--- src/rtl/alu_uart_intf.sv ---
// Sequencer between the UART receiver and transmitter: gathers A, B and opcode,
// latches the ALU result and starts one transmission. Optional macro: INTF_TIMEOUT_EN.
module alu_uart_intf #(
    parameter int N_BITS         = 8,
    parameter int OP_BITS        = 6,
    parameter int TIMEOUT_CYCLES = 1000000
) (
    input  logic                i_clk,
    input  logic                i_reset,
    input  logic                i_rx_done,
    input  logic [N_BITS-1:0]   i_rx_data,
    input  logic [N_BITS-1:0]   i_alu_result,
    input  logic                i_tx_done,
    output logic [N_BITS-1:0]   o_data_a,
    output logic [N_BITS-1:0]   o_data_b,
    output logic [OP_BITS-1:0]  o_op,
    output logic                o_tx_start,
    output logic [N_BITS-1:0]   o_tx_data,
    output logic                o_busy,
    output logic                o_timeout
);

    localparam logic [2:0] WAIT_A  = 3'd0;
    localparam logic [2:0] WAIT_B  = 3'd1;
    localparam logic [2:0] WAIT_OP = 3'd2;
    localparam logic [2:0] LATCH   = 3'd3;
    localparam logic [2:0] SEND    = 3'd4;
    localparam logic [2:0] WAIT_TX = 3'd5;

    logic [2:0]         state_q, state_d;
    logic [N_BITS-1:0]  data_a_q, data_a_d;
    logic [N_BITS-1:0]  data_b_q, data_b_d;
    logic [OP_BITS-1:0] op_q, op_d;
    logic [N_BITS-1:0]  tx_data_q, tx_data_d;
    logic               tx_start_q, tx_start_d;
    logic               timeout_hit;
    logic               in_collect;

    assign in_collect = (state_q == WAIT_B) || (state_q == WAIT_OP);

`ifdef INTF_TIMEOUT_EN
    localparam int CNT_W = $clog2(TIMEOUT_CYCLES + 1);
    localparam logic [CNT_W-1:0] CNT_LAST = CNT_W'(TIMEOUT_CYCLES - 1);

    logic [CNT_W-1:0] cnt_q, cnt_d;

    // A tick arriving on the last allowed cycle takes priority over the timeout.
    assign timeout_hit = in_collect && !i_rx_done && (cnt_q == CNT_LAST);
    assign o_timeout   = timeout_hit;

    always_comb begin
        cnt_d = '0;
        if (in_collect && !i_rx_done) begin
            cnt_d = cnt_q + 1'b1;
        end
    end

    always_ff @(posedge i_clk) begin
        if (i_reset) begin
            cnt_q <= '0;
        end else begin
            cnt_q <= cnt_d;
        end
    end
`else
    logic unused_timeout_cfg;

    assign unused_timeout_cfg = (TIMEOUT_CYCLES == 0);
    assign timeout_hit        = 1'b0;
    assign o_timeout          = 1'b0;
`endif

    always_comb begin
        state_d    = state_q;
        data_a_d   = data_a_q;
        data_b_d   = data_b_q;
        op_d       = op_q;
        tx_data_d  = tx_data_q;
        tx_start_d = 1'b0;
        case (state_q)
            WAIT_A: begin
                if (i_rx_done) begin
                    data_a_d = i_rx_data;
                    state_d  = WAIT_B;
                end
            end
            WAIT_B: begin
                if (i_rx_done) begin
                    data_b_d = i_rx_data;
                    state_d  = WAIT_OP;
                end else if (timeout_hit) begin
                    state_d = WAIT_A;
                end
            end
            WAIT_OP: begin
                if (i_rx_done) begin
                    op_d    = i_rx_data[OP_BITS-1:0];
                    state_d = LATCH;
                end else if (timeout_hit) begin
                    state_d = WAIT_A;
                end
            end
            LATCH: begin
                // Start is registered here so it is high for exactly the SEND cycle.
                tx_data_d  = i_alu_result;
                tx_start_d = 1'b1;
                state_d    = SEND;
            end
            SEND: begin
                state_d = WAIT_TX;
            end
            WAIT_TX: begin
                if (i_tx_done) begin
                    state_d = WAIT_A;
                end
            end
            default: begin
                state_d = WAIT_A;
            end
        endcase
    end

    always_ff @(posedge i_clk) begin
        if (i_reset) begin
            state_q    <= WAIT_A;
            data_a_q   <= '0;
            data_b_q   <= '0;
            op_q       <= '0;
            tx_data_q  <= '0;
            tx_start_q <= 1'b0;
        end else begin
            state_q    <= state_d;
            data_a_q   <= data_a_d;
            data_b_q   <= data_b_d;
            op_q       <= op_d;
            tx_data_q  <= tx_data_d;
            tx_start_q <= tx_start_d;
        end
    end

    assign o_data_a   = data_a_q;
    assign o_data_b   = data_b_q;
    assign o_op       = op_q;
    assign o_tx_data  = tx_data_q;
    assign o_tx_start = tx_start_q;
    assign o_busy     = (state_q != WAIT_A);

endmodule

--- config.mk ---
export PLATFORM = sky130hd
export DESIGN_NAME = alu_uart_intf
export DESIGN_NICKNAME = d
export VERILOG_FILES = /design/src/rtl/alu_uart_intf.sv
export SDC_FILE = /design/constraint.sdc
export NUM_CORES = 1
export LEC_CHECK = 0
export ABC_AREA = 1
export ABC_CLOCK_PERIOD_IN_PS = 1100
export CAP_MARGIN = 20
export CORE_MARGIN = 2
export CORE_UTILIZATION = 30
export CTS_CLUSTER_DIAMETER = 100
export DETAILED_ROUTE_END_ITERATION = 10
export PLACE_DENSITY = 0.68
export SYNTH_ARGS = -nofsm -noshare
export SYNTH_HDL_FRONTEND = slang
export SYNTH_SLANG_ARGS = --single-unit
--- constraint.sdc ---
create_clock -name i_clk -period 1.1 [get_ports i_clk]
set_input_delay 0.11 -clock i_clk [delete_from_list [all_inputs] [get_ports i_clk]]
set_output_delay 0.11 -clock i_clk [all_outputs]
set_load 0.05 [all_outputs]
==> flow_metrics.env <==
export IMPL_mostFrequentLayoutCell="nor2_1"
export IMPL_synth_edf_count=0
export IMPL_yosysWarnings=0
export IMPL_drv_slew=0
export IMPL_pin_count=53
export IMPL_worstPathMaxFanout=4
export IMPL_cts_tree="done"
export IMPL_fp_dieH_um=70.0
export IMPL_hold_viol=0
export IMPL_fp_row_count=23
export IMPL_grt_setup_unrepaired="yes"
export IMPL_run_status="finished with violations"
export IMPL_synth_area_um2=1310
export IMPL_antenna_found_initial=0
export IMPL_ys_seq_area_share_pct=52.2
export IMPL_first_pass_iters=4
export IMPL_synth_top_cell_by_area="dfxtp_1"
export IMPL_cts_made_buffers=5
export IMPL_overflow=0
export IMPL_critPathCaptureType="output port"
export IMPL_htreeDepth=2
export IMPL_fin_crit_ns=1.19
export IMPL_drive_above_1_share_pct=40.4
export IMPL_critPathTopFamily="flip-flops"
export IMPL_fmax_ghz=0.843
export IMPL_wl_per_cell_um=12.6
export IMPL_grt_pass1_vias=1283
export IMPL_clock_sinks=34
export IMPL_path_class="register to output port"
export IMPL_clk_pin_slew_ns=0.06
export IMPL_crit_slowest_cell="dfxtp_4"
export IMPL_hp_class="input pin to register"
export IMPL_synth_top_cell_area_share_pct=52.2
export IMPL_clock_path_buffers=2
export IMPL_ir_worst_vdd_uv=883
export IMPL_whs_path_depth=3
export IMPL_start_kind="register"
export IMPL_setup_violations=12
export IMPL_critPathMaxStageDelay_ns=0.36
export IMPL_ys_flop_type="dfxtp_1"
export IMPL_cellPowerDensity_nw_per_um2=1320
export IMPL_wl_um=3660
export IMPL_root_buffer="clkbuf_8"
export IMPL_worstPathCellList="inv_4 -> nand2_4 -> nor2_8 -> inv_2 -> buf_12"
export IMPL_whs_ns=0.398
export IMPL_maxCapViolations=0
export IMPL_tns_ns=-0.300
export IMPL_antenna_left=0
export IMPL_required_ns=0.99
export IMPL_viasPerCell=4.61
export IMPL_final_critical_path_setup_slack_ns=-0.0860
export IMPL_start_util_pct=31.9
export IMPL_ys_ff_latch=34
export IMPL_fillers=333
export IMPL_violations="setup timing"
export IMPL_grt_start_max_net_pins=23
export IMPL_ff2ff_path_depth=8
export IMPL_remaining_drc_errors=0
export IMPL_ys_types=21
export IMPL_grt_use_total_pct=15.3
export IMPL_gp_congestion=0.789
export IMPL_path_depth=5
export IMPL_area_growth_pct=96.8
export IMPL_diodes=0
export IMPL_synthTopCellsByArea="dfxtp_1 (52%), nor2_1 (14%), o21ai_0 (8.4%)"
export IMPL_core_area_um2=4090
export IMPL_syn_nets=189
export IMPL_nets=259
export IMPL_grt_pass1_wl_um=5940
export IMPL_dieArea_um2=4890
export IMPL_hpwl_um=2510
export IMPL_clk_latency_ns=0.29
export IMPL_leakage_nw=1.03
export IMPL_synthArstFlopShare_pct=0
export IMPL_final_cell_mix="nor2_1 (47), buf_12 (33), dfxtp_1 (31), clkdlybuf4s50_1 (19), nand2_1 (12)"
export IMPL_drtIter0Drc=72
export IMPL_worst_clock_skew_ns=0.00702
export IMPL_vias=1337
export IMPL_arrival_ns=1.08
export IMPL_io_buffer_count=51
export IMPL_netlist_instances=169
export IMPL_synth_area_per_cell_um2=7.72
export IMPL_layout_worst_path_cycle_share_pct=108
export IMPL_final_core_util_pct=62.9
export IMPL_die_x_um=70.0
export IMPL_worst_path_buf_inv=3
==> logic make-up after synthesis <==
group,count (synthesis),share of synthesized area (%)
and+or+nand+nor,84,28.8
DFF,34,52.2
buffers and inverters,17,6.04
AOI/OAI and AO/OA,33,12.8
other,1,0.287
==> layer usage <==
| layer | vias up | global-route usage [%] | part of all wire, % |
|---|---|---|---|
| li1 | 685 | - | - |
| met3 | 6 | 9.09 | 10 |
| met5 | - | 0 | 0 |
| met2 | 52 | 24.8 | 48 |
| met4 | 0 | 3.85 | 1.4 |
| met1 | 594 | 17.1 | 40 |
==> registers in the layout, summed over array words and instances (netlist names) <==
signal      cells
o_tx_start      1
o_data_a        8
o_op            6
o_tx_data       8
o_data_b        8
state_q         3
==> worst reg2reg max path, cell delays in order, from the launching register on <==
cell and delay [ns]:
dfxtp_4 0.36, inv_4 0.07, nand2_4 0.07, nor2_8 0.10, buf_4 0.12, buf_8 0.12
nand2_8 0.07, nand2_1 0.08, a21oi_2 0.05
==> final timing paths <==
kind         slack, ns                     start                        end
max              -0.09   state_q[0]$_SDFFE_PP0P_                     o_busy
min               0.40           i_alu_result[0]  o_tx_data[0]$_SDFFE_PP0P_
max reg2reg      -0.04   state_q[0]$_SDFFE_PP0P_   o_data_a[7]$_SDFFE_PP0P_
min reg2reg       0.50  o_data_a[6]$_SDFFE_PP0P_   o_data_a[6]$_SDFFE_PP0P_
==> what timing repair did <==
action / in CTS / in global routing
pin swaps: 6 / 18
cloned: 0 / 1
resized for setup: 22 / 47
buffers inserted: 7 / 3
setup endpoints to repair: 9 / 34
hold buffers: 0 / 0
==> through the flow <==
| step | total power, mW | cells | instance area [µm²] | setup slack, ns |
|---|---|---|---|---|
| floorplan | 1.84 | 169 | 1310 | 0.0688 |
| global placement | 2.29 | 271 | 2230 | -0.170 |
| detailed placement | 2.30 | 271 | 2230 | -0.246 |
| CTS | 3.33 | 286 | 2430 | -0.115 |
| global route | 3.54 | 290 | 2570 | -0.145 |
| finish | 3.38 | 290 | 2570 | -0.0860 |
==> synthesized netlist by cell type (2+ instances only) <==
cell type / n
dfxtp_1: 34
nand2_1: 15
nand3_1: 11
o21ai_0: 22
clkinv_2: 2
clkbuf_1: 3
a21oi_1: 10
inv_2: 3
nor2_1: 49
nand2_2: 3
nor2_2: 2
inv_1: 6
==> power breakdown <==
| part | internal, mW | leakage, nW | switching, mW | total (mW) |
|---|---|---|---|---|
| clock network | 0.502 | 0.0472 | 0.463 | 0.965 |
| registers | 1.30 | 0.279 | 0.0806 | 1.39 |
| logic | 0.492 | 0.708 | 0.542 | 1.03 |
| total | 2.30 | 1.03 | 1.09 | 3.38 |
==> cell type report <==
class | instances | area, µm² | area share (%)
Inverter | 11 | 57.6 | 2.24
Timing Repair inverter | 1 | 7.51 | 0.292
Sequential cell | 34 | 689 | 26.8
Clock inverter | 2 | 12.5 | 0.487
Tap cell | 50 | 62.6 | 2.44
Timing Repair Buffer | 68 | 1000 | 39.0
Clock buffer | 6 | 82.6 | 3.21
Multi-Input combinational cell | 118 | 656 | 25.5
(Power assumes the default switching activity.)
